`config.mk`:
```
export PLATFORM = sky130hd
export DESIGN_NAME = module_control_teclado
export DESIGN_NICKNAME = d
export VERILOG_FILES = /design/src/rtl/module_control_teclado.sv
export SDC_FILE = /design/constraint.sdc
export NUM_CORES = 1
export LEC_CHECK = 0
export CAP_MARGIN = 30
export CORE_MARGIN = 2
export CORE_UTILIZATION = 40
export CTS_BUF_LIST = sky130_fd_sc_hd__clkbuf_2
export DETAILED_ROUTE_END_ITERATION = 6
export HOLD_SLACK_MARGIN = 0.02
export SLEW_MARGIN = 20
export SYNTH_ARGS = -nofsm -noshare
export SYNTH_HDL_FRONTEND = slang
export SYNTH_SLANG_ARGS = --single-unit
export TNS_END_PERCENT = 1
```
`constraint.sdc`:
```
create_clock -name clk -period 6.3 [get_ports clk]
set_clock_uncertainty 0.1 [all_clocks]
set_input_delay 1.26 -clock clk [delete_from_list [all_inputs] [get_ports clk]]
set_output_delay 1.26 -clock clk [all_outputs]
set_load 0.005 [all_outputs]
```
`src/rtl/module_control_teclado.sv`:
```
// module_control_teclado
//   4x4 matrix keypad controller: scans the columns one-hot, debounces a
//   single pressed key, decodes it into a 4-bit code, and holds that code
//   in a one-entry buffer that a consumer drains with a valid/ready handshake.
//
// Ports
//   clk        in   system clock, rising edge
//   rst        in   asynchronous reset, active low
//   fila[3:0]  in   raw row lines from the keypad (asynchronous, active high)
//   col[3:0]   out  one-hot column drive
//   key_code   out  decoded key, meaningful while key_valid=1
//   key_valid  out  key buffer holds an unread key
//   key_ready  in   consumer takes the key on an edge where key_valid=1
//   overrun    out  sticky: a debounced key was dropped because the buffer was full
module module_control_teclado #(
  parameter int unsigned SCAN_DIV        = 1000,
  parameter int unsigned DEBOUNCE_CYCLES = 10000
) (
  input  logic       clk,
  input  logic       rst,
  input  logic [3:0] fila,
  output logic [3:0] col,
  output logic [3:0] key_code,
  output logic       key_valid,
  input  logic       key_ready,
  output logic       overrun
);

  localparam int unsigned DW_W = $clog2(SCAN_DIV + 1);
  localparam int unsigned DB_W = $clog2(DEBOUNCE_CYCLES + 1);
  localparam logic [DW_W-1:0] DWELL_LAST = DW_W'(SCAN_DIV - 1);
  localparam logic [DB_W-1:0] DB_LAST    = DB_W'(DEBOUNCE_CYCLES - 1);

  typedef enum logic [1:0] {S_SCAN, S_DEBOUNCE, S_COMMIT, S_RELEASE} state_t;

  state_t          state_q, state_d;
  logic [3:0]      fila_m_q, fila_s_q;
  logic [1:0]      col_idx_q, col_idx_d;
  logic [DW_W-1:0] dwell_q, dwell_d;
  logic [DB_W-1:0] db_q, db_d;
  logic [3:0]      row_q, row_d;
  logic [3:0]      key_code_q, key_code_d;
  logic            key_valid_q, key_valid_d;
  logic            overrun_q, overrun_d;

  logic            fila_onehot;
  logic [1:0]      row_idx;
  logic            commit;
  logic            handshake;

  function automatic logic [3:0] decode_key(input logic [1:0] r, input logic [1:0] c);
    logic [3:0] code;
    case ({r, c})
      4'h0: code = 4'h1;
      4'h1: code = 4'h2;
      4'h2: code = 4'h3;
      4'h3: code = 4'hA;
      4'h4: code = 4'h4;
      4'h5: code = 4'h5;
      4'h6: code = 4'h6;
      4'h7: code = 4'hB;
      4'h8: code = 4'h7;
      4'h9: code = 4'h8;
      4'hA: code = 4'h9;
      4'hB: code = 4'hC;
      4'hC: code = 4'hE;
      4'hD: code = 4'h0;
      4'hE: code = 4'hF;
      default: code = 4'hD;
    endcase
    return code;
  endfunction

  // A single pressed key shows up as exactly one row bit; zero or several
  // bits (ghosting / multi-key) are not treated as a press.
  assign fila_onehot = (fila_s_q != 4'd0) && ((fila_s_q & (fila_s_q - 4'd1)) == 4'd0);

  always_comb begin
    case (row_q)
      4'b0001: row_idx = 2'd0;
      4'b0010: row_idx = 2'd1;
      4'b0100: row_idx = 2'd2;
      default: row_idx = 2'd3;
    endcase
  end

  // State register, synchronizer and counters
  always_ff @(posedge clk or negedge rst) begin
    if (!rst) begin
      state_q     <= S_SCAN;
      fila_m_q    <= 4'd0;
      fila_s_q    <= 4'd0;
      col_idx_q   <= 2'd0;
      dwell_q     <= '0;
      db_q        <= '0;
      row_q       <= 4'd0;
      key_code_q  <= 4'd0;
      key_valid_q <= 1'b0;
      overrun_q   <= 1'b0;
    end else begin
      state_q     <= state_d;
      fila_m_q    <= fila;
      fila_s_q    <= fila_m_q;
      col_idx_q   <= col_idx_d;
      dwell_q     <= dwell_d;
      db_q        <= db_d;
      row_q       <= row_d;
      key_code_q  <= key_code_d;
      key_valid_q <= key_valid_d;
      overrun_q   <= overrun_d;
    end
  end

  // Next-state and counter logic. The column only advances when leaving a
  // column in SCAN or on returning to SCAN; during DEBOUNCE/RELEASE it is frozen.
  always_comb begin
    state_d   = state_q;
    col_idx_d = col_idx_q;
    dwell_d   = dwell_q;
    db_d      = db_q;
    row_d     = row_q;
    case (state_q)
      S_SCAN: begin
        if (dwell_q == DWELL_LAST) begin
          dwell_d = '0;
          if (fila_onehot) begin
            row_d   = fila_s_q;
            db_d    = '0;
            state_d = S_DEBOUNCE;
          end else begin
            col_idx_d = col_idx_q + 2'd1;
          end
        end else begin
          dwell_d = dwell_q + 1'b1;
        end
      end
      S_DEBOUNCE: begin
        if (fila_s_q == row_q) begin
          if (db_q == DB_LAST) begin
            db_d    = '0;
            state_d = S_COMMIT;
          end else begin
            db_d = db_q + 1'b1;
          end
        end else begin
          db_d      = '0;
          dwell_d   = '0;
          col_idx_d = col_idx_q + 2'd1;
          state_d   = S_SCAN;
        end
      end
      S_COMMIT: begin
        db_d    = '0;
        state_d = S_RELEASE;
      end
      default: begin
        if (fila_s_q == 4'd0) begin
          if (db_q == DB_LAST) begin
            db_d      = '0;
            dwell_d   = '0;
            col_idx_d = col_idx_q + 2'd1;
            state_d   = S_SCAN;
          end else begin
            db_d = db_q + 1'b1;
          end
        end else begin
          db_d = '0;
        end
      end
    endcase
  end

  // Output logic: column drive and the one-entry key buffer.
  assign commit    = (state_q == S_COMMIT);
  assign handshake = key_valid_q && key_ready;

  always_comb begin
    col         = 4'b0001 << col_idx_q;
    key_code_d  = key_code_q;
    key_valid_d = key_valid_q;
    overrun_d   = overrun_q;
    if (commit && (!key_valid_q || handshake)) begin
      // Buffer empty, or being drained on this very edge: take the new key.
      // A simultaneous drain leaves overrun untouched.
      key_code_d  = decode_key(row_idx, col_idx_q);
      key_valid_d = 1'b1;
    end else if (commit) begin
      overrun_d = 1'b1;
    end else if (handshake) begin
      key_valid_d = 1'b0;
      overrun_d   = 1'b0;
    end
  end

  assign key_code  = key_code_q;
  assign key_valid = key_valid_q;
  assign overrun   = overrun_q;

endmodule

```
==> results.cfg <==
[run_status]
outcome = finished clean

[worst_setup_path]
required_ps = 4940
critPathTopFamily = buffers and inverters
max_stage_delay_ps = 510
crit_path_cell_trace = inv_1 > ha_1 > clkdlybuf4s50_1
cp-end-kind = output pin
crit_fanout = 8
regToRegSetupSlack_ps = 4030
reg2regPathDepth = 6
cpMaxStageDelayCell = dfrtp_1
cp_num_buf_inv = 2
r2r_start = db_q[0]
worstSetupStartpointType = flop
critPathKind = flop to output pin
rr_endpoint = db_q[10]
critPathArrivalTime_ps = 1790

[yosys]
syn-cell-area_sq_um = 2527
yosysWarnings = 0
synthCells = 255
synthArstFlopShare_pct = 100.0
syn-num-nets = 271
synthFlopType = dfrtp_1
synth_top_family_by_area = simple AND/OR/NAND/NOR gates
synth_compound_area_share_pct = 18.27
syn_avg_cell_area_sq_um = 9.911
ys_ff_latch = 46
synthMuxAreaShare_pct = 3.911
synth_edf_count = 0
synth_seq_area_share_pct = 45.54
synth_xor_area_share_pct = 2.426
ys_top_cells_by_area = dfrtp_1, ha_1, nor2_1, nand2_1, a31oi_1
synth-adder-area-share_pct = 4.455
yosys.area.top_type = dfrtp_1
yosysUniqueCellTypes = 49
yosysTopAreaCellShare_pct = 45.54
synth-simple-area-share_pct = 22.92

[timing]
setup-violations-final = 0
final_hold_viol_count = 0
worst_slack_ps = 3151
tightest_slew_ps = 817.5
tns_ps = 0
slew_headroom_pct = 45.50
period_minus_slack_ps = 3149
timing.hold.ws_ps = 283.9
min_period_over_period_pct = 49.99
rsz0062_at_grt = false
drv_slew = 0
fmax_ghz = 0.3176

[place]
hpwl_um = 3204
pre_cts_ws_ps = 3638
placed_area_sq_um = 2744
dpl.cell_count = 338
routabilityCongestion = 0.7844
port_buffers = 16

[cells_and_area]
finalNetCount = 286
final_area_sq_um = 2814
final_cell_mix = dfrtp_1, nor2_1, nand2_1
final_common_cell = dfrtp_1
final_core_util_pct = 46.70
drive_above_1_share_pct = 7.380
final_cells = 346
syn2layout_area_growth_pct = 11.34
antenna_cells = 0

[min_path]
hold_path.class = flop to flop
min_from = fila_m_q[2]
hold_depth = 0
min_to = fila_s_q[2]

[routing]
detail_route.first_pass.iterations = 4
num_vias = 1914
drt_iter0_markers = 68
antenna_left = 0
drt-total-wl_um = 4711
via_per_inst = 5.532
wl_per_cell_um = 13.62
drcViolationCount = 0

[floorplanning]
start_util_pct = 41.94
rows = 28
die_h_um = 83.49
pin_count = 17
core_area_sq_um = 6026
die_w_um = 83.49
die-area_sq_um = 6971

[grt]
grt.overflow.total = 0
grt_pass1_vias = 1832
antenna_found_initial = 0
grt_use_total_pct = 14.71
grt_pass1_wl_um = 8424
grt_max_degree = 47

[clocking]
cts_buffers = 5
cts-htree-levels = 2
cts_max_path_buffers = 2
cts_resized = 0
cts_setup_buffers = 0
clock-sinks = 46
cts_tree = yes
ctsHoldBuffers = 0
clk_latency_ps = 430
root_buffer = clkbuf_2
cts.reportedPaths.clkPinSlew_ps = 250

[power]
power.density_nw_per_um2 = 171.7
vdd_drop_max_mv = 0.1359
power_mw = 0.4831
power.leakage_nw = 1.225

[flow_run]
cap_viol_max_count = 0
-- state kept, by name, indices dropped and copies added (netlist names), 2 cells and up --
signal and cells:
db_q 14, dwell_q 10, fila_m_q 4, fila_s_q 4, key_code 4, row_q 4, col_idx_q 2, state_q 2
-- worst max-delay path by stage --
stage | from | end | cells past startpoint
2_1_floorplan | col_idx_q[0] | col[0] | 2
3_3_place_gp | col_idx_q[0] | col[0] | 3
3_5_place_dp | col_idx_q[0] | col[0] | 3
4_1_cts | col_idx_q[0] | col[0] | 3
5_1_grt | col_idx_q[0] | col[0] | 3
6_report | col_idx_q[0] | col[0] | 3
-- kinds of logic (layout without fill, tap and decap cells) --
group	after synthesis	count (layout)
compound gates	67	67
xor+xnor	7	7
fa+ha+maj	9	9
buf+inv	15	31
flops	46	46
mux	8	8
simple gates	103	103
-- worst reg2reg max path, stage by stage (launching register included) --
cell and delay (ps):
dfrtp_1 440, ha_1 240, nand3_1 120, nor4_1 210
and3_1 630, nor3_1 200, a22o_1 240
-- layout make-up --
class | count | area (sq um)
Inverter | 6 | 22.52
Timing Repair Buffer | 17 | 162.7
Tap cell | 75 | 93.84
Sequential cell | 46 | 1151
Clock buffer | 5 | 25.02
Fill cell | 563 | 3212
Clock inverter | 3 | 45.04
Multi-Input combinational cell | 194 | 1314
-- cells in the mapped netlist (5+ instances only) --
master and instances:
and3_1 9, o21a_1 7, a31oi_1 11, nor3b_1 7
nor2_1 20, o21ai_0 9, mux2_1 5, ha_1 9
inv_1 6, nand3_1 6, or3_1 5, a21oi_1 8
dfrtp_1 46, nand2_1 19, buf_2 5, nor3_1 9
o21ai_1 5
-- power by group --
group          internal [mW]  switching [mW]  leakage, nW
registers              0.298         0.00299        0.589
clock network         0.0665           0.101       0.0352
logic                0.00561         0.00855        0.601
-- per-layer routing --
metal / track usage, % / share of wire, % / vias up / wire length [um]
met3: 3.858 / 3.5 / 9 / 167
met5: 0 / 0 / - / 0
met1: 20.39 / 51 / 901 / 2405
li1: - / - / 977 / -
met4: 5.572 / 1.8 / 0 / 87
met2: 22.14 / 44 / 27 / 2050
Note: power is estimated with default switching activity, not from simulation.
